--- src/rtl/cdb_arbiter.sv ---
// cdb_arbiter: buffers per-source results in FIFOs and grants one per cycle onto a registered CDB
module cdb_arbiter #(
  parameter int NUM_SRC    = 4,
  parameter int FIFO_DEPTH = 2,
  parameter int TAG_W      = 3,
  parameter int DATA_W     = 16,
  parameter int ARB_MODE   = 0,
  localparam int SW        = $clog2(NUM_SRC)
) (
  input  logic                      clk,
  input  logic                      reset_n,
  input  logic                      flush,
  input  logic [NUM_SRC-1:0]        src_valid,
  input  logic [NUM_SRC*TAG_W-1:0]  src_tag,
  input  logic [NUM_SRC*DATA_W-1:0] src_data,
  output logic [NUM_SRC-1:0]        src_ready,
  output logic                      cdb_valid,
  output logic [TAG_W-1:0]          cdb_tag,
  output logic [DATA_W-1:0]         cdb_data,
  output logic [SW-1:0]             cdb_src
);
  localparam int PW = (FIFO_DEPTH > 1) ? $clog2(FIFO_DEPTH) : 1;
  localparam int CW = $clog2(FIFO_DEPTH) + 1;
  localparam int EW = TAG_W + DATA_W;
  logic [EW-1:0]      mem_q [NUM_SRC][FIFO_DEPTH];
  logic [PW-1:0]      rd_q  [NUM_SRC];
  logic [PW-1:0]      rd_d  [NUM_SRC];
  logic [PW-1:0]      wr_q  [NUM_SRC];
  logic [PW-1:0]      wr_d  [NUM_SRC];
  logic [CW-1:0]      cnt_q [NUM_SRC];
  logic [CW-1:0]      cnt_d [NUM_SRC];
  logic [SW-1:0]      last_q, gnt;
  logic [NUM_SRC-1:0] req, push, pop;
  logic               any_req, fire, clr;
  logic [EW-1:0]      head;
  int                 j;

  function automatic logic [PW-1:0] inc(input logic [PW-1:0] p);
    return (p == PW'(FIFO_DEPTH - 1)) ? '0 : p + PW'(1);
  endfunction

  always_comb begin
    gnt = '0;
    j = 0;
    for (int i = 0; i < NUM_SRC; i++) begin
      req[i] = cnt_q[i] != '0;
      src_ready[i] = cnt_q[i] < CW'(FIFO_DEPTH);
    end
    any_req = |req;
    // scan from the far end so the candidate nearest the search start is assigned last and wins
    for (int k = NUM_SRC; k >= 1; k--) begin
      j = (ARB_MODE == 1) ? k - 1 : int'(last_q) + k;
      j = (j >= NUM_SRC) ? j - NUM_SRC : j;
      gnt = req[SW'(j)] ? SW'(j) : gnt;
    end
    clr = ~reset_n | flush;
    fire = any_req & ~flush;
    head = mem_q[gnt][rd_q[gnt]];
    for (int i = 0; i < NUM_SRC; i++) begin
      push[i] = src_valid[i] & src_ready[i] & ~flush;
      pop[i] = fire & (gnt == SW'(i));
      wr_d[i] = push[i] ? inc(wr_q[i]) : wr_q[i];
      rd_d[i] = pop[i] ? inc(rd_q[i]) : rd_q[i];
      cnt_d[i] = cnt_q[i] + CW'(push[i]) - CW'(pop[i]);
    end
  end

  always_ff @(posedge clk) begin
    for (int i = 0; i < NUM_SRC; i++) begin
      cnt_q[i] <= clr ? '0 : cnt_d[i];
      rd_q[i]  <= clr ? '0 : rd_d[i];
      wr_q[i]  <= clr ? '0 : wr_d[i];
      if (push[i]) mem_q[i][wr_q[i]] <= {src_tag[i*TAG_W +: TAG_W], src_data[i*DATA_W +: DATA_W]};
    end
    if (!reset_n) begin
      last_q    <= SW'(NUM_SRC - 1);
      cdb_valid <= 1'b0;
      cdb_tag   <= '0;
      cdb_data  <= '0;
      cdb_src   <= '0;
    end else begin
      cdb_valid <= fire;
      if (fire) begin
        last_q   <= gnt;
        cdb_tag  <= head[EW-1:DATA_W];
        cdb_data <= head[DATA_W-1:0];
        cdb_src  <= gnt;
      end
    end
  end
endmodule
--- config.mk ---
export PLATFORM = sky130hd
export DESIGN_NAME = cdb_arbiter
export DESIGN_NICKNAME = d
export VERILOG_FILES = /design/src/rtl/cdb_arbiter.sv
export SDC_FILE = /design/constraint.sdc
export NUM_CORES = 1
export LEC_CHECK = 0
export ABC_AREA = 1
export BUFFER_PORTS_ARGS = -buffer_cell sky130_fd_sc_hd__buf_2
export CAP_MARGIN = 25
export CORE_UTILIZATION = 30
export DETAILED_ROUTE_END_ITERATION = 6
export GPL_TIMING_DRIVEN = 0
export PLACE_DENSITY = 0.48
export REMOVE_ABC_BUFFERS = 1
export SETUP_SLACK_MARGIN = 0.05
export SLEW_MARGIN = 20
export SYNTH_ARGS = -nofsm -noshare
export SYNTH_HDL_FRONTEND = slang
export SYNTH_SLANG_ARGS = --single-unit
--- constraint.sdc ---
create_clock -name clk -period 3.1 [get_ports clk]
set_input_delay 0.155 -clock clk [delete_from_list [all_inputs] [get_ports clk]]
set_output_delay 0.155 -clock clk [all_outputs]
set_load 0.005 [all_outputs]
==> impl_results.md <==
- Chip width: 170 um
- Core Area: 0.0278 mm^2
- Hold Startpoint: flush
- Worst skew pair latency: 0.43 ns
- Max Slew Vio Count: 0
- Max stage delay on crit path: 0.41 ns
- Cell Chain, Critical Path: clkinv_8, nand2_1, nand2_2, nand3_1, nand2_1, nand2_4, nand3_4, buf_16, nand2_8, buf_16, clkinv_8, nand3_1, inv_1, ha_1, inv_1, ha_1, or2_2, a21oi_2
- Worst IR drop on VDD: 0.000315 V
- Number of remaining DRC errors: 0
- PwrDens: 706 mW/mm^2
- Critical path startpoint category: register
- Top cells by area, synth: edfxtp_1 54%, nand2_1 9.7%, dfxtp_1 9.5%, nand3_1 5.6%, nand3b_1 5.3%
- Final Critical Period: 2.83 ns
- Worst reg2reg startpoint: last_q[0]
- First-pass GRT wire length: 35000 um
- RSZ-0062 raised after global routing: false
- Vias: 6264
- Vias in the first global route: 5871
- Worst setup EP type: register
- Crit path arrival time: 3.20 ns
- Cts bufs inserted: 17
- Post-synth EDFFs: 152
- Sequential cell area fraction in the yosys report: 63.4%
- Max Fanout on Critical Path: 16
- Cell at the root of the clock tree: clkbuf_16
- Hold depth: 4
- Number of cells on the worst reg-to-reg path: 18
- Syn_area_per_cell: 9.97 um^2
- TritonCTS clock tree: done
- Max Clk Rate: 353 MHz
- Power, Total: 8.08 mW
- Initial DRC Count: 309
- Layout cells sized above 1: 19.8%
- Synthesis Warnings: 0
- Initial DRT Pass Iterations: 4
- FF-to-FF setup slack: 0.27 ns
- R2r endpoint: cnt_q[2][1]
- Die area: 0.0289 mm^2
- Gpl congestion: 0.703
- Final setup fails: 0
- Nets: 1138
- Worst min path class: input port to register
- WP buf/inv: 6
- Die height: 170 um
- Clock sinks: 192
- Rel. slew slack: 48.1%
- Setup TNS: 0 ns
- All-Layer GR Usage: 16.9%
- Synthesized netlist cell count: 849
- CP Data Required Time: 3.47 ns
- Util after Layout: 41.2%
- Antenna Nets Post-Route: 0
- Period Utilization, post-route: 91.4%
- Final HPWL DP: 14800 um
- Outcome: finished clean
- Syn Std Cell Area: 0.00846 mm^2
- Final wirelength: 23500 um
- Input/output buffers: 108
- Number of fill cells: 2781
- Starting Density: 30.5%
- Synth-to-Final Area Change: 35.2%
- Pin count of the biggest net entering global routing: 35
- P_leak: 4.88 nW
- Vias per cell: 4.36
- WL per Instance: 16.3 um
- Max Root-Sink Buffers: 2
- Grt ovf: 0
- Ports: 109
- Worst hold path endpoint: rd_q[3]
- Final hold vios: 0
- Share of the synthesized area in the top cell type: 53.9%
- Synth unique cells: 29
- Antenna cell count: 0
- Critical path class: register to register
- Rows: 61
- Final instance area: 0.0114 mm^2
- Slowest cell on crit path: dfxtp_4
- Initial antenna violation count: 0
- Max-Cap Viols: 0
- Cell type with the largest total area after synthesis: edfxtp_1
- Synth Register Bits: 192
- Clock slew at reported path FFs: 0.07 ns
- Synth Flop Type: edfxtp_1
- CP delay by family, top: simple AND/OR/NAND/NOR gates
- Asr flop ratio synth: 0%
- CTS H-tree lvls: 4
- Dpl cell area: 0.00963 mm^2
- Clk_skew: 0.0117 ns
- Slew @ Worst Pin: 0.778 ns
==> cells in the mapped netlist (2+ instances only) <==
cell / number
nand2_1: 218
edfxtp_1: 152
inv_1: 116
nand3_1: 94
nor2_1: 62
nand3b_1: 60
dfxtp_1: 40
clkbuf_1: 21
a21oi_1: 12
o21ai_1: 9
ha_1: 8
buf_6: 7
inv_2: 7
o21a_1: 7
buf_2: 5
nand2_2: 4
nor3_1: 4
or2_2: 4
xnor2_1: 4
buf_4: 3
xor2_1: 3
o211ai_1: 2
==> cells by family after synthesis <==
family	synth area share, %
DFF	63.4
and+or+nand+nor	24.5
xor gates and xnor gates	0.725
adders and majority gates	1.18
AOI/OAI and AO/OA	2.29
buffers and inverters	7.93
==> per-layer routing <==
metal  vias up  global-route usage (%)  wire length (um)
li1       3184                       -                 -
met1      2936                    22.6             11000
met2       125                    27.9             11300
met3        19                    2.65               817
met4         0                    5.56               265
met5         -                       0                 0
==> flip-flops by register name, summed over array words and instances, names as in the netlist <==
name and count:
mem_q 152, cdb_data 16, cnt_q 8, rd_q 4
wr_q 4, cdb_tag 3, cdb_src 2, last_q 2
cdb_valid 1
==> timing repair <==
item,in CTS,in global routing
endpoints found under the hold margin,152,0
gates resized for setup,17,16
cloned,6,2
buffers inserted,3,9
hold buffers,76,0
pin swaps,3,3
setup endpoints to repair,33,22
==> placed cells by master, fill, tap and decap left out, types with 9 or more instances in the layout <==
cell type,netlist,final
nand2_1,218,216
edfxtp_1,152,152
inv_1,116,115
buf_2,5,108
nand3_1,94,92
dlygate4sd3_1,0,76
nand3b_1,60,60
nor2_1,62,49
dfxtp_1,40,39
clkbuf_16,0,18
buf_4,3,12
a21oi_1,12,11
buf_16,0,9
==> final cells by class <==
| cell class | count | area [um^2] | area share [%] |
|---|---|---|---|
| clock buffer | 18 | 429 | 3.75 |
| clock inverter | 14 | 223 | 1.95 |
| inverter | 123 | 494 | 4.32 |
| multi-input combinational | 501 | 2640 | 23.1 |
| sequential | 192 | 5370 | 46.9 |
| tap | 378 | 473 | 4.13 |
| timing repair buffer | 212 | 1810 | 15.8 |
==> how the worst max path moves through the flow <==
stage	startpoint	endpoint	cells past startpoint
2_1_floorplan	last_q[0]	cnt_q[3][1]	18
3_3_place_gp	last_q[0]	cnt_q[1][1]	17
3_5_place_dp	last_q[0]	cnt_q[1][1]	19
4_1_cts	last_q[0]	cdb_data[4]	17
5_1_grt	last_q[0]	cnt_q[2][1]	18
6_report	last_q[0]	cnt_q[2][1]	18
==> worst reg2reg max path: cells and delay by family (launching register included) <==
| kind | cells | cell delay, ns |
|---|---|---|
| buffers and inverters | 6 | 0.65 |
| adder cells (fa/ha/maj) | 2 | 0.45 |
| flip-flops | 1 | 0.41 |
| AND/OR/NAND/NOR | 9 | 1.15 |
| AO/OA/AOI/OAI | 1 | 0.11 |
==> power breakdown <==
group	leakage [nW]	total, mW	switching (mW)	internal [mW]
Combinational	2.85	2.64	1.64	0.998
Sequential	1.72	3.00	0.0680	2.94
Clock	0.314	2.43	0.985	1.45
Total	4.88	8.08	2.69	5.38
==> through the flow <==
step,hold WS (ns),std cells,setup WS (ns)
2_1_floorplan,0.224,812,-0.913
3_3_place_gp,0.345,1298,-2.81
3_5_place_dp,0.347,1310,-1.00
4_1_cts,0.0150,1427,0.0653
5_1_grt,0.0710,1438,0.0473
6_report,0.0490,1438,0.268
(Power assumes the default switching activity.)
